### src/rtl/pattern_tx256.sv
// pattern_tx256 -- serial pattern transmitter that drives the 256-bit serial
// pattern detector.
//
// A WIDTH-bit pattern is loaded a byte at a time, then shifted out MSB first,
// one bit per clock, on either the signal line or the program line. The
// pattern is streamed repeat_cnt+1 times back to back. An index counter picks
// the bits, so the stored pattern is never altered.
//
// Ports:
//   clk         system clock, rising edge
//   clr         synchronous active-high reset
//   ld_en       write ld_data at the load pointer (honoured in IDLE only)
//   ld_data     pattern byte; byte k lands in [WIDTH-1-k*LOAD_W -: LOAD_W]
//   loaded      set once WIDTH/LOAD_W bytes have been written since clr
//   start       transmission request (single-cycle sample)
//   target      channel select, sampled with start: 0 = sig, 1 = prgm
//   repeat_cnt  extra frames after the first, sampled with start
//   stop        (PATTERN_TX_LOOP_EN only) end after the current frame
//   busy        transmission in progress (SHIFT or DONE)
//   sig_out     serial signal bit
//   prgm_out    serial program bit
//   prgm_en     shift enable for the detector's program register
//   frame_done  pulse on the last bit of each frame
//   done        pulse in the single cycle after the final frame
//
// Build option: define PATTERN_TX_LOOP_EN to add the stop input and make an
// all-ones repeat_cnt mean continuous transmission. Without it, all-ones
// simply means 2^CNT_W frames.

module pattern_tx256 #(
    parameter int WIDTH  = 256,
    parameter int LOAD_W = 8,
    parameter int CNT_W  = 8
) (
    input  logic              clk,
    input  logic              clr,
    input  logic              ld_en,
    input  logic [LOAD_W-1:0] ld_data,
    output logic              loaded,
    input  logic              start,
    input  logic              target,
    input  logic [CNT_W-1:0]  repeat_cnt,
`ifdef PATTERN_TX_LOOP_EN
    input  logic              stop,
`endif
    output logic              busy,
    output logic              sig_out,
    output logic              prgm_out,
    output logic              prgm_en,
    output logic              frame_done,
    output logic              done
);

    localparam int NB = WIDTH / LOAD_W;
    localparam int PW = (NB > 1) ? $clog2(NB) : 1;
    localparam int IW = $clog2(WIDTH);

    typedef enum logic [1:0] {
        S_IDLE,
        S_SHIFT,
        S_DONE
    } state_t;

    state_t             state, nstate;
    logic [IW-1:0]      idx, nidx;
    logic [CNT_W-1:0]   fcnt, nfcnt;
    logic               tgt, ntgt;
    logic [WIDTH-1:0]   pat, pat_d;
    logic [PW-1:0]      ptr;
    logic               wr, accept, more, hold_cnt;

`ifdef PATTERN_TX_LOOP_EN
    logic               loop_f;     // latched all-ones repeat: run until stop
    logic               stop_q;     // stop seen during the current transmission
`endif

    assign wr     = ld_en && (state == S_IDLE);
    assign accept = start && loaded && (state == S_IDLE);

`ifdef PATTERN_TX_LOOP_EN
    assign hold_cnt = loop_f;
    // stop in the last-bit cycle itself also ends the run
    assign more     = (loop_f || (fcnt != '0)) && !(stop_q || stop);
`else
    assign hold_cnt = 1'b0;
    assign more     = (fcnt != '0);
`endif

    // Pattern after this edge's write; the first bit sent on an accepting
    // edge sees a byte written on that same edge.
    always_comb begin
        pat_d = pat;
        if (wr)
            pat_d[WIDTH-1-int'(ptr)*LOAD_W -: LOAD_W] = ld_data;
    end

    always_comb begin
        nstate = state;
        nidx   = idx;
        nfcnt  = fcnt;
        ntgt   = tgt;
        case (state)
            S_IDLE: begin
                if (accept) begin
                    nstate = S_SHIFT;
                    nidx   = IW'(WIDTH-1);
                    nfcnt  = repeat_cnt;
                    ntgt   = target;
                end
            end
            S_SHIFT: begin
                if (idx == '0) begin
                    if (more) begin
                        // next frame follows with no gap
                        nidx = IW'(WIDTH-1);
                        if (!hold_cnt)
                            nfcnt = fcnt - CNT_W'(1);
                    end else begin
                        nstate = S_DONE;
                    end
                end else begin
                    nidx = idx - IW'(1);
                end
            end
            S_DONE:  nstate = S_IDLE;
            default: nstate = S_IDLE;
        endcase
    end

    // Outputs are registered from the next-state values so they line up with
    // the state they describe and come straight off flops.
    always_ff @(posedge clk) begin
        if (clr) begin
            state      <= S_IDLE;
            idx        <= '0;
            fcnt       <= '0;
            tgt        <= 1'b0;
            pat        <= '0;
            ptr        <= '0;
            loaded     <= 1'b0;
            busy       <= 1'b0;
            sig_out    <= 1'b0;
            prgm_out   <= 1'b0;
            prgm_en    <= 1'b0;
            frame_done <= 1'b0;
            done       <= 1'b0;
`ifdef PATTERN_TX_LOOP_EN
            loop_f     <= 1'b0;
            stop_q     <= 1'b0;
`endif
        end else begin
            state <= nstate;
            idx   <= nidx;
            fcnt  <= nfcnt;
            tgt   <= ntgt;
            pat   <= pat_d;
            if (wr) begin
                if (ptr == PW'(NB-1)) begin
                    ptr    <= '0;
                    loaded <= 1'b1;
                end else begin
                    ptr <= ptr + PW'(1);
                end
            end
`ifdef PATTERN_TX_LOOP_EN
            if (accept) begin
                loop_f <= &repeat_cnt;
                stop_q <= 1'b0;
            end else if (state == S_SHIFT && stop) begin
                stop_q <= 1'b1;
            end
`endif
            busy       <= (nstate != S_IDLE);
            sig_out    <= (nstate == S_SHIFT) && !ntgt && pat_d[nidx];
            prgm_out   <= (nstate == S_SHIFT) &&  ntgt && pat_d[nidx];
            prgm_en    <= (nstate == S_SHIFT) &&  ntgt;
            frame_done <= (nstate == S_SHIFT) && (nidx == '0);
            done       <= (nstate == S_DONE);
        end
    end

endmodule

### config.mk
export PLATFORM = sky130hd
export DESIGN_NAME = pattern_tx256
export DESIGN_NICKNAME = d
export VERILOG_FILES = /design/src/rtl/pattern_tx256.sv
export SDC_FILE = /design/constraint.sdc
export NUM_CORES = 1
export LEC_CHECK = 0
export CAP_MARGIN = 0
export CORE_AREA = 2 2 232 234
export CTS_CLUSTER_SIZE = 14
export DETAILED_ROUTE_END_ITERATION = 7
export DIE_AREA = 0 0 234 236
export GPL_ROUTABILITY_DRIVEN = 0
export MAX_ROUTING_LAYER = met4
export PLACE_DENSITY_LB_ADDON = 0.25
export SYNTH_ARGS = -nofsm -noshare
export SYNTH_HDL_FRONTEND = slang
export SYNTH_SLANG_ARGS = --single-unit
export TNS_END_PERCENT = 50
### constraint.sdc
create_clock -name clk -period 4.7 [get_ports clk]
set_clock_uncertainty 0.15 [all_clocks]
set_input_delay 0.705 -clock clk [delete_from_list [all_inputs] [get_ports clk]]
set_output_delay 0.705 -clock clk [all_outputs]
set_load 0.05 [all_outputs]
==> results of run 1 <==
## path summary, 6_finish.rpt
| kind | startpoint | endpoint | slack [ns] | cells after the start |
|---|---|---|---|---|
| worst max-delay path | idx[0]$_SDFF_PP0_ | sig_out$_SDFF_PP0_ | 0.26 | 14 |
| worst min-delay path | pat[87]$_SDFF_PP0_ | pat[87]$_SDFF_PP0_ | 0.30 | 2 |
| worst max register to register | idx[0]$_SDFF_PP0_ | sig_out$_SDFF_PP0_ | 0.26 | 14 |
| worst min register to register | pat[87]$_SDFF_PP0_ | pat[87]$_SDFF_PP0_ | 0.30 | 2 |
## through the flow
stage,worst slack [ns],utilization
finish,0.263,0.336
global route,0.0286,0.336
CTS,0.318,0.336
detailed placement,0.138,0.312
global placement,0.147,0.312
floorplan,1.06,-
## cell usage after synthesis (5+ instances only)
master                     count  area [um2]
sky130_fd_sc_hd__and3_1       17         106
sky130_fd_sc_hd__clkbuf_1     86         323
sky130_fd_sc_hd__nand4_1      11        68.8
sky130_fd_sc_hd__buf_1         5        18.8
sky130_fd_sc_hd__ha_1         10         125
sky130_fd_sc_hd__nor4_1        6        37.5
sky130_fd_sc_hd__a211o_1       8        70.1
sky130_fd_sc_hd__a21oi_1     270        1350
sky130_fd_sc_hd__or3_1         7        43.8
sky130_fd_sc_hd__a311oi_1     11        96.3
sky130_fd_sc_hd__o211ai_1     10        75.1
sky130_fd_sc_hd__nor2b_1       7        43.8
sky130_fd_sc_hd__mux4_2       24         541
sky130_fd_sc_hd__nand2b_1      6        37.5
sky130_fd_sc_hd__inv_1        10        37.5
sky130_fd_sc_hd__buf_2        28         140
sky130_fd_sc_hd__buf_6         6        67.6
sky130_fd_sc_hd__a21boi_0      5        37.5
sky130_fd_sc_hd__o221ai_1      7        61.3
sky130_fd_sc_hd__dfxtp_1     287        5750
sky130_fd_sc_hd__o21ai_0      35         175
sky130_fd_sc_hd__nand2_1     480        1800
sky130_fd_sc_hd__a211oi_1     14         105
sky130_fd_sc_hd__mux2_2       12         135
sky130_fd_sc_hd__o22ai_1       5        31.3
sky130_fd_sc_hd__a31oi_1      16         100
sky130_fd_sc_hd__o311ai_0      5        43.8
sky130_fd_sc_hd__nor3_1       66         330
sky130_fd_sc_hd__a22oi_1       9        67.6
sky130_fd_sc_hd__nor2_1      212         796
sky130_fd_sc_hd__buf_4         6        45.0
sky130_fd_sc_hd__nand3_1      62         310
sky130_fd_sc_hd__or2_2         6        37.5
sky130_fd_sc_hd__mux2i_1     109        1090
## critical path, delay by kind of cell (launching register included)
family                     cells  cell delay [ns]
AOI/OAI and AO/OA              6             1.88
adders and majority gates      1             0.24
buffers and inverters          2             0.38
DFF                            1             0.51
and+or+nand+nor                5             1.16
## state kept, by name (all words and copies together) (netlist names)
signal and cells:
pat 256, ptr 5, fcnt 8, state 2, frame_done 1, done 1, prgm_en 1, tgt 1
sig_out 1, prgm_out 1, busy 1, idx 8, loaded 1
## power groups by stage
stage	clock network (mW)	registers, mW	logic, mW
after global routing	3.10	2.44	0.223
after detailed placement	0	2.50	0.206
after global placement	0	2.50	0.206
after CTS	3.01	2.44	0.206
final	2.94	2.44	0.211
after floorplan	0	2.50	0.115
## final cells by class
type | count | area (um2)
Sequential cell | 287 | 5750
Fill cell | 5537 | 35200
Inverter | 11 | 41.3
Tap cell | 696 | 871
Multi-Input combinational cell | 1513 | 8630
Clock inverter | 13 | 183
Clock buffer | 52 | 1070
Timing Repair Buffer | 147 | 1270
## metal layers
| layer | vias up | GRT usage |
|---|---|---|
| li1 | 6957 | - |
| met1 | 7263 | 0.271 |
| met2 | 637 | 0.318 |
| met3 | 168 | 0.0500 |
| met4 | 0 | 0.0869 |
| met5 | - | - |
## cells by family after synthesis
family                     share of synthesized area
AOI/OAI and AO/OA                              0.179
adders and majority gates                    0.00830
buffers and inverters                         0.0491
DFF                                            0.381
muxes                                          0.122
and+or+nand+nor                                0.261
==> results, run 1 <==
- In this design, the stage delay of the slowest critical-path cell is 0.53 ns.
- The post-cts resize count is 0.
- After synthesis the netlist holds a flip-flop and latch count of roughly 290.
- The smallest clock period supported by the final layout is computed as 4.44 ns.
- At the worst endpoint, the arrival time is 4.73 ns.
- The count of nets left with antenna violations once routing finished came out at 0.
- The cell area that synthesis handed to floorplanning was 15,100 um2.
- In the final layout, the share of cells above drive strength 1 is 0.124.
- The first global-routing pass estimated 87.4 mm of wire.
- The signal on the critical path passes through inv_1 -> ha_1 -> or3b_1 -> nor2_4 -> a221oi_2 -> nor2_4 -> buf_4 -> a2111oi_0 -> a311o_1 -> o211ai_1 -> or3_1 -> o221a_1 -> a311oi_2 -> nor3_1.
- The number of diodes is 0.
- In this run the worst path has a maximum fanout of 23.
- The internal power component is around 4.3 mW.
- The design draws 5.60 mW.
- At the pin with the least slew margin, the transition time is 1.00 ns.
- Leaving out fill and tap cells, the most frequent cells in the layout are sky130_fd_sc_hd__nand2_1 (480), sky130_fd_sc_hd__dfxtp_1 (287), sky130_fd_sc_hd__a21oi_1 (270).
- TritonCTS created 36 clock buffers.
- The worst slew margin relative to its limit is 0.331.
- The leading cell type in the layout, fill and taps excluded is sky130_fd_sc_hd__nand2_1.
- Post-CTS timing repair inserted 0 buffers for setup.
- The die span in y is ~240 um.
- The kind of path behind the tightest hold check is reg2reg.
- The count of cells in the finished layout, fillers not included, comes to 2,719.
- The area growth from synthesis to layout is 18.2%.
- Of the available clock period, the critical path in the final layout requires 0.944.
- In this run the count of I/O pins placed on the die edge is 28.
- The maximum number of buffers from clock root to sink is 3.
- The dominant synthesized flop cell is sky130_fd_sc_hd__dfxtp_1.
- In this run the clock root is driven by a sky130_fd_sc_hd__clkbuf_16.
- Summing over every cut layer, the via total after detailed routing is around 15,000.
- Detailed placement finished with a half-perimeter wire length of 40.6 mm.
- The combinational power share is 0.038.
- The clock sink count is 287.
- The number of remaining DRC errors is 0.
- The share of total power dissipated in sequential elements is 0.437.
- The sequential cell area fraction in the yosys report is 0.381.
- The highest attainable clock frequency is 225 MHz.
- After detailed routing, the average wire length per cell comes to between 20 and 25 um.
- The critical path is of the reg2reg type.
- The worst supply voltage drop on vdd is 0.188 mV.
- The fraction of registers with async set/reset is 0.
- The total count of hold-check failures in the final report is 0.
- The nature of the critical path startpoint is a register.
- The aggregate negative setup slack is 0 ns.
- The cell that appears most often on the critical path is sky130_fd_sc_hd__nor2_4.
- The total congestion overflow is 0.
- In this run, the number of DRC markers left after iteration 0 of detailed routing was around 1,700.
- Synthesis produced a netlist with a net count of 1,980.
- The number of instances in the synthesized netlist is 1,949.
- The post-synthesis area per instance is 7.74 um2.
- Routed signal wires occupy layers up through met4.
- The finished cells cover approximately 18,000 um2.
- The post-layout net count is 2,027.
- The clock tree from TritonCTS is yes.
- The share of total power in the clock network is 0.526.
- The initial antenna violation count was 1.
- Once placement finished, the instance area stood at roughly 17,000 um2.
- Buffers placed on the I/O ports in this run total 27.
- The later pin in the worst-skew pair is clocked with a latency of between 0.5 and 0.6 ns.
- The maximum number of pins on one net before global-route repair is 144.
- Measured along the x axis, the die boundary spans approximately 230 um.
- The aggregate global-route resource usage is 0.212.
- The detailed router put a total of 24.2 mm of wire on met1.
- In this run, placement finished with an instance count of 2,654.
- The worst path required time is 4.99 ns.
- The worst-path cell with the longest stage delay is sky130_fd_sc_hd__a221oi_2.
- The number of distinct standard cells referenced by the synthesized netlist is 88.
- Detailed routing placed a total of 5.08 mm of wire on met3.
- The cts-stage hold buffer count is 0.
- After detailed routing, the met2 layer carries 25.5 mm of wire.
- After floorplanning, the core was sized to cover 53,100 um2.
- The total net switching power is 1.29 mW.
- The iteration count of the initial detailed-routing pass is 5.
- The die covers approximately 55,000 um2.
- The via count of the first global-routing pass is about 14,000.
- The leakage component of the power is 6.42 nW.
- For this run, the number of Yosys warnings is 0.
- The number of rows created at floorplan is 85.
- Setup repair after global routing left no endpoint under its margin.
- The run finished with clean final reports.
- The clock-pin slew on the worst setup and hold paths is 0.06 ns.
- The number of pins exceeding their max-slew limit in the final report is 0.
- In this run the power density over the cells is 314 nW/um2.
- The final setup violation count is 0.
- The via count normalized by instance count is 5.53.
- In this run the number of H-tree levels came out at 2.
- The type of destination of the critical path is a register.
- The initial utilization of the core area, before any placement, comes to 0.284.
- Across the run, the number of max-cap violations was 0.
- The final routed wirelength across all metal layers is 57.4 mm.
- Of the total power, the share spent switching nets is 0.230.
- The synthesized design contains 0 enable-type register cells.
- Hold timing on the final database bottoms out at a slack of between 0.3 and 0.4 ns.
Note: power is estimated with default switching activity, not from simulation.
==> run 2: changes to the inputs <==
CORE_AREA = 2 2 228 140   (was 2 2 232 234)
DIE_AREA = 0 0 230 142   (was 0 0 234 236)
==> run 2 against run 1 <==
Net effect:
- hold slack better by 0.0061 ns
- global-route usage is 13 points higher
- register-to-register slack is essentially flat
- combinational power down 4%
==> results, run 2 (synthesis gave the netlist of run 1 again) <==
- The global-route wire length before repair is 84.1 mm (-3.8%).
- The final clock period utilization by the worst path was 0.947 (+0.00259).
- The highest net fanout along the worst path came to 19 (-17%).
- The iteration count of the initial detailed-routing pass is 6 (+1).
- The via count of the first global-routing pass is 14,200 (-1.0%).
- The total of fill cells in the finished design was 2,848 (-49%).
- The area of all sequential standard cells is 5750 um2 (unchanged).
- The number of top-level pins was 28 (unchanged).
- The core occupancy in the finished layout was 0.560 (+0.224).
- The post-route cell area is 17,200 um2 (-3.7%).
- The proportion of layout cells with a drive suffix above 1 is 0.122 (-0.00255).
- The clock-pin slew on the worst setup and hold paths was 0.07 ns (about the same).
- The floorplan core area is 30,700 um2 (-42%).
- The flop-to-flop setup slack was 0.25 ns (about the same).
- The leakage component of the power is 6.28 nW (-2.2%).
- The endpoint identified for the worst register-to-register timing path is prgm_out$_SDFF_PP0_.
- The die footprint came to 32,700 um2 (-41%).
- The library cells used most frequently in the layout, excluding fill and tap cells, are sky130_fd_sc_hd__nand2_1 (480), sky130_fd_sc_hd__dfxtp_1 (287), sky130_fd_sc_hd__a21oi_1 (270).
- The time the final worst path needs with I/O delays and setup was 4.45 ns (+0.0122 ns).
- The area growth from synthesis to layout is 13.9%.
- The overall power after layout is 4.98 mW (-11%).
- The HPWL reported at the end of detailed placement is 38.4 mm (-5.2%).
- The total count of hold-check failures in the final report was 0 (unchanged).
- The run finished with clean final reports.
- The insertion delay to the later sink of the worst-skew pair is 0.58 ns (+0.03 ns).
- The remaining number of nets flagged by the antenna check after routing is 0 (unchanged).
- The effective utilization at floorplan is 0.492 (+0.208).
- The pre-CTS worst setup slack is 0.0757 ns (-0.0625 ns).
- The largest registers in the layout are pat: 256 flops, fcnt: 8 flops, idx: 8 flops.
- The post-layout net count was 2,027 (unchanged).
- The number of flip-flops in the largest register is 256 (unchanged).
- The total power density per cell area is 290 nW/um2 (-7.7%).
- The leading cell type in the layout, fill and taps excluded is sky130_fd_sc_hd__nand2_1.
- The startpoint identified for the worst register-to-register timing path is fcnt[0]$_SDFFE_PP0P_.
- Setup repair after global routing left no endpoint under its margin.
- The hold path depth is 2 (unchanged).
- The vias after detailed routing is 15,400 (+2.8%).
- The number of design-rule violations left by the first detailed-router iteration is 2,130 (+29%).
- The register with the most flip-flops is pat.
- The clock tree root buffer cell is sky130_fd_sc_hd__clkbuf_16.
- The clock tree from TritonCTS is yes.
- The final setup violation count is 0 (unchanged).
- The die span in y is 142 um (-40%).
- The number of rows created at floorplan is 50 (-41%).
- The cell depth of the worst flop-to-flop path is 14 (unchanged).
- The total of max-cap violations is 0 (unchanged).
- The maximum number of pins on one net before global-route repair is 166 (+15%).
- The least setup slack across all paths after layout was 0.251 ns (-0.0122 ns).
- The critical path is of the reg2reg type.
- The total congestion overflow is 0 (unchanged).
- The beginning of the critical path is fcnt[0]$_SDFFE_PP0P_.
- The source of the worst hold timing path is pat[154]$_SDFF_PP0_.
- The number of remaining DRC errors is 0 (unchanged).
- The worst supply voltage drop on vdd was 0.266 mV (+42%).
- The highest attainable clock frequency is 225 MHz (-0.27%).
- The worst path required time was 5.04 ns (+0.05 ns).
- The number of diodes was 0 (unchanged).
- The total clock buffers created by CTS is 28 (-22%).
- The worst hold path terminates at pat[154]$_SDFF_PP0_.
- The initial antenna violation count is 0 (-1).
- The instance area at placement is 16,200 um2 (-2.1%).
- The aggregate global-route resource usage is 0.340 (+0.128).
- The kind of path behind the tightest hold check is reg2reg.
- The overall die width is 230 um (-1.7%).
- The signal arrival time at the worst endpoint is 4.79 ns (+0.06 ns).
- The clock sink count is 287 (unchanged).
- The worst slew margin relative to its limit is 0.266 (-0.0642).
- The maximum number of buffers from clock root to sink came to 3 (unchanged).
- The via count normalized by instance count is 6.35 (+15%).
- The number of pins exceeding their max-slew limit in the final report is 0 (unchanged).
- The total number of H-tree levels is 1 (-1).
- The routed wirelength normalized by instance count is 22.3 um (+5.8%).
- The type of destination of the critical path is a register.
- The nature of the critical path startpoint is a register.
- The final routed wirelength across all metal layers was 54.3 mm (-5.4%).
- The cts-stage hold buffer count came to 0 (unchanged).
- The area of combinational cells with multiple inputs is 8630 um2 (about the same).
- The transition time at the pin with the least slew margin is 1.10 ns (+0.0963 ns).
- The aggregate negative setup slack is 0 ns (unchanged).
- The total of buffers placed on input and output ports is 27 (unchanged).
run 2: cell count changes in the layout (fill, tap and decap cells not counted):
cell / before / now
sky130_fd_sc_hd__buf_12: 8 / 6
sky130_fd_sc_hd__buf_4: 112 / 122
sky130_fd_sc_hd__bufinv_16: 4 / 2
sky130_fd_sc_hd__clkbuf_16: 37 / 29
sky130_fd_sc_hd__clkbuf_8: 10 / 6
sky130_fd_sc_hd__clkinv_2: 4 / 7
sky130_fd_sc_hd__clkinv_4: 2 / 1
sky130_fd_sc_hd__clkinvlp_4: 1 / 0
sky130_fd_sc_hd__inv_6: 2 / 0
sky130_fd_sc_hd__nand2_2: 0 / 1
sky130_fd_sc_hd__nand2_4: 1 / 0
sky130_fd_sc_hd__nor2b_1: 7 / 6
sky130_fd_sc_hd__nor2b_2: 0 / 1
run 2: routing by layer:
layer,share of wire,up-vias,wire (um),GRT usage
met5,0,-,0,-
met2,0.39,1009,21000,0.449
li1,-,6934,-,-
met1,0.44,7356,24000,0.491
met4,0.034,0,1870,0.107
met3,0.14,149,7440,0.0966
run 2: what timing repair did:
item	in CTS	in global routing
endpoints found under the setup margin	0	2
gates resized for setup	0	1
buffers inserted	0	3
run 2: cell type report:
cell class | instances | area share
Clock inverter | 10 | 0.00605
Sequential cell | 287 | 0.335
Multi-Input combinational cell | 1513 | 0.503
Inverter | 11 | 0.00240
Tap cell | 416 | 0.0303
Clock buffer | 40 | 0.0476
Timing Repair Buffer | 155 | 0.0763
run 2: worst max-delay path by stage:
stage,end,slack (ns),cells past startpoint
finish,prgm_out$_SDFF_PP0_,0.25,14
global placement,prgm_out$_SDFF_PP0_,0.24,11
CTS,sig_out$_SDFF_PP0_,0.24,13
global route,sig_out$_SDFF_PP0_,0.10,14
detailed placement,sig_out$_SDFF_PP0_,0.08,11
floorplan,sig_out$_SDFF_PP0_,1.06,17
run 2: power by group:
group / switching [mW] / internal [mW]
combinational: 0.151 / 0.0521
clock: 1.02 / 1.31
sequential: 0.00486 / 2.44
total: 1.17 / 3.80
run 2: per-stage QoR:
| stage | cells | hold WS, ns |
|---|---|---|
| after floorplan | 1949 | 0.282 |
| after global placement | 2379 | 0.288 |
| after detailed placement | 2379 | 0.297 |
| after CTS | 2429 | 0.306 |
| after global routing | 2432 | 0.320 |
| final | 2432 | 0.308 |
run 2: critical path, stage by stage, from the launching register on:
cell and delay (ns):
sky130_fd_sc_hd__dfxtp_1 0.33, sky130_fd_sc_hd__inv_1 0.10, sky130_fd_sc_hd__ha_1 0.17, sky130_fd_sc_hd__or4b_2 0.62
sky130_fd_sc_hd__nor3_2 0.33, sky130_fd_sc_hd__nand2_1 0.20, sky130_fd_sc_hd__nand2_2 0.15, sky130_fd_sc_hd__buf_4 0.30
sky130_fd_sc_hd__mux4_2 0.28, sky130_fd_sc_hd__a21oi_1 0.07, sky130_fd_sc_hd__a21boi_0 0.14, sky130_fd_sc_hd__o41ai_1 0.90
sky130_fd_sc_hd__o221a_1 0.34, sky130_fd_sc_hd__a311oi_2 0.07, sky130_fd_sc_hd__nor3b_1 0.21
